[src/rtl/shift_pkg.sv]
// Shared definitions for the pipelined barrel shifter: op encodings and
// pipeline-depth helpers used by shift_pipe and shift_stage.
package shift_pkg;

  typedef enum logic [1:0] {
    SH_OP_SLL = 2'b00,
    SH_OP_SRL = 2'b01,
    SH_OP_SRA = 2'b10,
    SH_OP_ROR = 2'b11
  } sh_op_e;

  // Number of register groups needed to cover all mux stages.
  function automatic int unsigned calc_lat(input int unsigned shamt_w,
                                           input int unsigned stages_per_reg);
    return (shamt_w + stages_per_reg - 1) / stages_per_reg;
  endfunction

  // Index of the last mux stage that belongs to register group g.
  function automatic int unsigned group_last_stage(input int unsigned g,
                                                   input int unsigned shamt_w,
                                                   input int unsigned stages_per_reg);
    int unsigned last;
    last = (g + 1) * stages_per_reg;
    if (last > shamt_w) last = shamt_w;
    return last - 1;
  endfunction

endpackage

[src/rtl/shift_stage.sv]
// One combinational mux stage of the barrel shifter: shifts by 2**K when en=1.
// Rotate support is only built when SHIFTER_ROR_EN is defined.
module shift_stage
  import shift_pkg::*;
#(
  parameter int unsigned WIDTH = 32,
  parameter int unsigned K     = 0
) (
  input  logic [WIDTH-1:0] data_in,
  input  logic [1:0]       op,
  input  logic             fill,
  input  logic             en,
  output logic [WIDTH-1:0] data_out_c
);

  localparam int unsigned    S       = 2 ** K;
  localparam logic [WIDTH-1:0] HI_MASK = ~({WIDTH{1'b1}} >> S);

  always_comb begin
    data_out_c = data_in;
    if (en) begin
      case (sh_op_e'(op))
        SH_OP_SLL: data_out_c = data_in << S;
        SH_OP_SRL: data_out_c = data_in >> S;
        SH_OP_SRA: data_out_c = (data_in >> S) | (fill ? HI_MASK : '0);
`ifdef SHIFTER_ROR_EN
        SH_OP_ROR: data_out_c = (data_in >> S) | (data_in << (WIDTH - S));
`endif
        // Unsupported op: value is discarded at the output register.
        default:   data_out_c = data_in;
      endcase
    end
  end

endmodule

[src/rtl/shift_pipe.sv]
// Pipelined SLL/SRL/SRA barrel shifter with valid/ready on both sides.
// Define SHIFTER_ROR_EN to add rotate-right on op 2'b11; otherwise that op is flagged illegal.
module shift_pipe
  import shift_pkg::*;
#(
  parameter int unsigned WIDTH          = 32,
  parameter int unsigned STAGES_PER_REG = 2,
  parameter int unsigned TAG_W          = 5
) (
  input  logic             clk,
  input  logic             rst,
  input  logic             in_valid,
  output logic             in_ready,
  input  logic [WIDTH-1:0] in_x,
  input  logic [WIDTH-1:0] in_shamt,
  input  logic [1:0]       in_op,
  input  logic [TAG_W-1:0] in_tag,
  output logic             out_valid,
  input  logic             out_ready,
  output logic [WIDTH-1:0] out_result,
  output logic [TAG_W-1:0] out_tag,
  output logic             out_illegal
);

  localparam int unsigned SHAMT_W = $clog2(WIDTH);
  localparam int unsigned LAT     = calc_lat(SHAMT_W, STAGES_PER_REG);

  // Group inputs: group 0 is fed from the ports, group g from register g-1.
  logic [WIDTH-1:0]   gi_data  [LAT];
  logic [1:0]         gi_op    [LAT];
  logic               gi_fill  [LAT];
  logic [SHAMT_W-1:0] gi_shamt [LAT];
  logic [TAG_W-1:0]   gi_tag   [LAT];
  logic               gi_valid [LAT];

  logic [WIDTH-1:0]   r_data  [LAT];
  logic [1:0]         r_op    [LAT];
  logic               r_fill  [LAT];
  logic [SHAMT_W-1:0] r_shamt [LAT];
  logic [TAG_W-1:0]   r_tag   [LAT];
  logic               r_valid [LAT];
  logic               r_illegal;

  logic [WIDTH-1:0]   st_in    [SHAMT_W];
  logic [WIDTH-1:0]   st_out   [SHAMT_W];
  logic [WIDTH-1:0]   cap_data [LAT];

  logic advance_c;
  logic illegal_c;
  logic unused_bits;

  // A full output register that is not being drained freezes the whole pipe.
  assign advance_c = out_ready | ~out_valid;
  assign in_ready  = advance_c;

  always_comb begin
    gi_data[0]  = in_x;
    gi_op[0]    = in_op;
    gi_fill[0]  = in_x[WIDTH-1];
    gi_shamt[0] = in_shamt[SHAMT_W-1:0];
    gi_tag[0]   = in_tag;
    gi_valid[0] = in_valid;
    for (int g = 1; g < LAT; g++) begin
      gi_data[g]  = r_data[g-1];
      gi_op[g]    = r_op[g-1];
      gi_fill[g]  = r_fill[g-1];
      gi_shamt[g] = r_shamt[g-1];
      gi_tag[g]   = r_tag[g-1];
      gi_valid[g] = r_valid[g-1];
    end
  end

  // Mux chain; the first stage of each group reads that group's register.
  for (genvar k = 0; k < SHAMT_W; k++) begin : g_stage
    localparam int unsigned G = 32'(k) / STAGES_PER_REG;

    if ((32'(k) % STAGES_PER_REG) == 0) begin : g_head
      assign st_in[k] = gi_data[G];
    end else begin : g_body
      assign st_in[k] = st_out[k-1];
    end

    shift_stage #(
      .WIDTH (WIDTH),
      .K     (32'(k))
    ) u_stage (
      .data_in    (st_in[k]),
      .op         (gi_op[G]),
      .fill       (gi_fill[G]),
      .en         (gi_shamt[G][k]),
      .data_out_c (st_out[k])
    );
  end

`ifdef SHIFTER_ROR_EN
  assign illegal_c = 1'b0;
`else
  assign illegal_c = (gi_op[LAT-1] == SH_OP_ROR);
`endif

  // Values captured at the end of each group; illegal ops leave a zero result.
  for (genvar g = 0; g < LAT; g++) begin : g_cap
    localparam int unsigned LAST = group_last_stage(32'(g), SHAMT_W, STAGES_PER_REG);
    if (g == LAT - 1) begin : g_final
      assign cap_data[g] = illegal_c ? '0 : st_out[LAST];
    end else begin : g_mid
      assign cap_data[g] = st_out[LAST];
    end
  end

  always_ff @(posedge clk or posedge rst) begin
    if (rst) begin
      for (int g = 0; g < LAT; g++) begin
        r_data[g]  <= '0;
        r_op[g]    <= '0;
        r_fill[g]  <= 1'b0;
        r_shamt[g] <= '0;
        r_tag[g]   <= '0;
        r_valid[g] <= 1'b0;
      end
      r_illegal <= 1'b0;
    end else if (advance_c) begin
      for (int g = 0; g < LAT; g++) begin
        r_data[g]  <= cap_data[g];
        r_op[g]    <= gi_op[g];
        r_fill[g]  <= gi_fill[g];
        r_shamt[g] <= gi_shamt[g];
        r_tag[g]   <= gi_tag[g];
        r_valid[g] <= gi_valid[g];
      end
      r_illegal <= illegal_c;
    end
  end

  assign out_valid   = r_valid[LAT-1];
  assign out_result  = r_data[LAT-1];
  assign out_tag     = r_tag[LAT-1];
  assign out_illegal = r_illegal;

  // Upper shamt bits and the control copies in the last register are never consumed.
  always_comb begin
    unused_bits = ^in_shamt;
    for (int g = 0; g < LAT; g++) begin
      unused_bits = unused_bits ^ (^r_shamt[g]) ^ (^r_op[g]) ^ r_fill[g];
    end
  end

endmodule

[config.mk]
export PLATFORM = sky130hd
export DESIGN_NAME = shift_pipe
export DESIGN_NICKNAME = d
export VERILOG_FILES = /design/src/rtl/shift_pkg.sv /design/src/rtl/shift_stage.sv /design/src/rtl/shift_pipe.sv
export SDC_FILE = /design/constraint.sdc
export NUM_CORES = 1
export LEC_CHECK = 0
export BUFFER_PORTS_ARGS = -buffer_cell sky130_fd_sc_hd__buf_2
export CAP_MARGIN = 20
export CORE_MARGIN = 8
export CORE_UTILIZATION = 52
export CTS_CLUSTER_DIAMETER = 100
export DETAILED_ROUTE_END_ITERATION = 12
export GPL_TIMING_DRIVEN = 0
export PLACE_DENSITY_LB_ADDON = 0.1
export SLEW_MARGIN = 40
export SYNTH_ARGS = -nofsm -noshare
export SYNTH_HDL_FRONTEND = slang
export SYNTH_HIERARCHICAL = 1
export SYNTH_SLANG_ARGS = --single-unit
[constraint.sdc]
create_clock -name clk -period 10.65 [get_ports clk]
set_clock_uncertainty 0.1 [all_clocks]
set_input_delay 3.195 -clock clk [delete_from_list [all_inputs] [get_ports clk]]
set_output_delay 3.195 -clock clk [all_outputs]
set_load 0.05 [all_outputs]
==> results.toml <==
[outcome]
status = "complete, no violations"

[critical_path]
cp_slowest_stage_delay_ns = 0.30
path_cells = "buf_2 > nand2b_1 > buf_6 > buf_6 > buf_2 > buf_2"
cp_data_arrival_time_ns = 4.41
crit_top_cell = "buf_2"
critical-path-top-delay-family = "buffers and inverters"
required_ns = 7.36
cp-end-kind = "primary output"
r2r_end = "gi_data[14]"
start_kind = "input port"
rrSetupSlack_ns = 8.10
r2r_start = "gi_op[3]"
reg2reg_depth = 8
slowest_stage = "buf_2"
critical_path_class = "input port to primary output"
cp_max_fo = 10
timing.critical_path.buf_inv = 5

[drt]
routed_via_density = 6.38
wl_per_cell_um = 20.7
drt-pass1-iter-count = 5
vias = 9176
drt-total-wl_mm = 29.8
drc = 0
initialDrtViolationCount = 609
ant_nets = 0

[sta]
setup_ws_ns = 2.94
slew_headroom = 0.559
rsz0062_at_grt = "no"
fin_tns_setup_ns = 0
finalHoldViolCount = 0
post-route-min-period_ns = 7.71
setup_viol = 0
worstMarginPinSlew_ns = 0.661
fmax_ghz = 0.130
slew_violations = 0
period_share = 0.724

[pwr]
p_per_area_nw_per_um2 = 252
total_leakage_power_nw = 5.08
peakVddDrop_mv = 0.0831

[floorplanning]
dieHeight_um = 157
start_util = 0.528
die_area_um2 = 24500
die_w_um = 157
rows = 51
coreArea_um2 = 19500
io_pins = 115

[hold_path]
min_from = "gi_valid[0]"
whs_path_depth = 1
min_to = "out_valid"
hold_class = "flop to flop"

[clocking]
cts_tree = "done"
cts_setup_buffers = 0
cts-root-buf = "clkbuf_16"
cts_resized = 0
cts_sinks = 125
clk_pin_slew_ns = 0.06
cts_buffers = 17
cts.htree.levels = 4
holdBufCountCts = 0
clkLatencyLatePin_ns = 0.42
clk_path_buf_depth = 2

[synth]
yosys-top-cells-area = "dfrtp_1 30%, mux2_2 14%, o22ai_1 11%"
ys_ff_latch = 125
synth_area_per_cell_um2 = 9.76
yosysWarnings = 6
synth.distinct_cells = 43
synth_top_area_frac = 0.304
seq_area_frac_synth = 0.304
synth_edf_count = 0
postSynthCellCount = 1054
synth_common_cells = "176 x o22ai_1, 125 x dfrtp_1, 125 x mux2_2"
synth_top_area_cell = "dfrtp_1"
synth_area_um2 = 10300
ys_async_sr_fraction = 1.00
syn_nets = 1129
synth_flop_cell = "dfrtp_1"
synth.most_common_cell = "o22ai_1"

[placed_design]
numPortBuffers = 86
gp_congestion = 0.884
dp_cells = 1406
dp_hpwl_mm = 22.2
dpl_worst_slack_ns = 2.96

[final_layout]
seqCellArea_um2 = 3130
area_growth_syn_to_layout_pct = 13.4
layout-drive-gt1-share = 0.361
fillers = 1736
nNetsFinal = 1235
final_cells = 1438
multi_input_area_um2 = 6300
antennaDiodeCount = 0

[global_routing]
grt_usage = 0.243
grt_start_max_net_pins = 74
grt_pass1_vias = 8910
grt_remaining_overflow = 0
antenna_found_initial = 0
grt_pass1_wl_mm = 47.9

[run]
maxCapViolations = 0
## cells in the final DEF, fill, tap and decap left out, types with 3 or more instances in the layout
cell type / n
inv_8: 6
nor2b_1: 16
nand2b_2: 3
nand2_1: 31
nand4_1: 16
inv_1: 18
a21o_1: 13
clkbuf_1: 24
a21bo_2: 3
o2bb2ai_1: 17
a31o_2: 32
buf_2: 142
a22oi_1: 6
nand4b_1: 32
and3b_1: 32
buf_4: 15
dfrtp_1: 125
mux2_1: 20
mux2_4: 32
mux2_2: 125
clkbuf_16: 17
a22o_1: 12
inv_6: 4
mux2i_1: 36
o21ai_1: 13
nand3_1: 16
a221o_1: 12
a21oi_1: 90
o22ai_2: 5
o21ai_0: 16
buf_6: 21
o22ai_1: 176
nand2b_1: 22
## layout make-up
type | instances | area share
plain buffers | 118 | 0.0661
clock buffers | 18 | 0.0368
clock inverters | 14 | 0.0129
inverters | 22 | 0.00773
multi-input cells | 789 | 0.541
flip-flops and latches | 125 | 0.268
well taps | 265 | 0.0284
repair buffers | 87 | 0.0393
## through the flow
| stage | hold WS [ns] | power, mW | utilization | cell area (um^2) |
|---|---|---|---|---|
| final | 0.365 | 2.94 | 0.599 | 11700 |
| after detailed placement | 0.352 | 2.35 | 0.569 | 11100 |
| after global placement | 0.351 | 2.32 | 0.568 | 11000 |
| after CTS | 0.368 | 2.93 | 0.599 | 11700 |
| after global routing | 0.411 | 3.09 | 0.599 | 11700 |
| after floorplan | 0.330 | 1.94 | - | 10300 |
## worst reg2reg max path: cells and delay by family (launching register included)
family | cells | cell delay (ns)
AOI/OAI and AO/OA | 4 | 0.85
and+or+nand+nor | 1 | 0.28
muxes | 2 | 0.44
DFF | 1 | 0.58
buffers and inverters | 1 | 0.24
## worst max-delay path by stage
| stage | start | to | slack [ns] | depth (start not counted) |
|---|---|---|---|---|
| 2_1_floorplan | out_ready | in_ready | 3.48 | 4 |
| 3_3_place_gp | rst | gi_data[0] | 2.66 | 2 |
| 3_5_place_dp | out_ready | in_ready | 2.96 | 6 |
| 4_1_cts | out_ready | in_ready | 2.95 | 6 |
| 5_1_grt | out_ready | in_ready | 2.89 | 6 |
| 6_report | out_ready | in_ready | 2.94 | 6 |
## cells by family (layout without fill, tap and decap cells)
logic type	after synthesis	count (layout)	synth area share
AO/OA/AOI/OAI	402	402	0.258
buffers and inverters	140	259	0.0830
flip-flops	125	125	0.304
multiplexers	213	213	0.241
AND/OR/NAND/NOR	174	174	0.115
## state kept, by name (all words and copies together) (netlist names)
name / count
gi_fill: 2
out_tag: 5
gi_shamt: 4
out_result: 32
out_valid: 1
out_illegal: 1
gi_tag: 10
gi_op: 4
gi_data: 64
gi_valid: 2
## power by group
part           internal (mW)  switching (mW)  leakage (nW)  total (mW)
combinational          0.636           0.873          3.31        1.51
sequential             0.652           0.205          1.49       0.857
clock                  0.331           0.240         0.282       0.572
## metal layers
| layer | wire (um) | share of wire | vias to the layer above | global-route usage |
|---|---|---|---|---|
| met5 | 0 | 0 | - | 0 |
| met3 | 1360 | 0.046 | 60 | 0.0312 |
| met2 | 14700 | 0.49 | 300 | 0.417 |
| met1 | 12600 | 0.42 | 4466 | 0.300 |
| met4 | 1110 | 0.037 | 0 | 0.109 |
| li1 | - | - | 4350 | - |
Note: power is estimated with default switching activity, not from simulation.
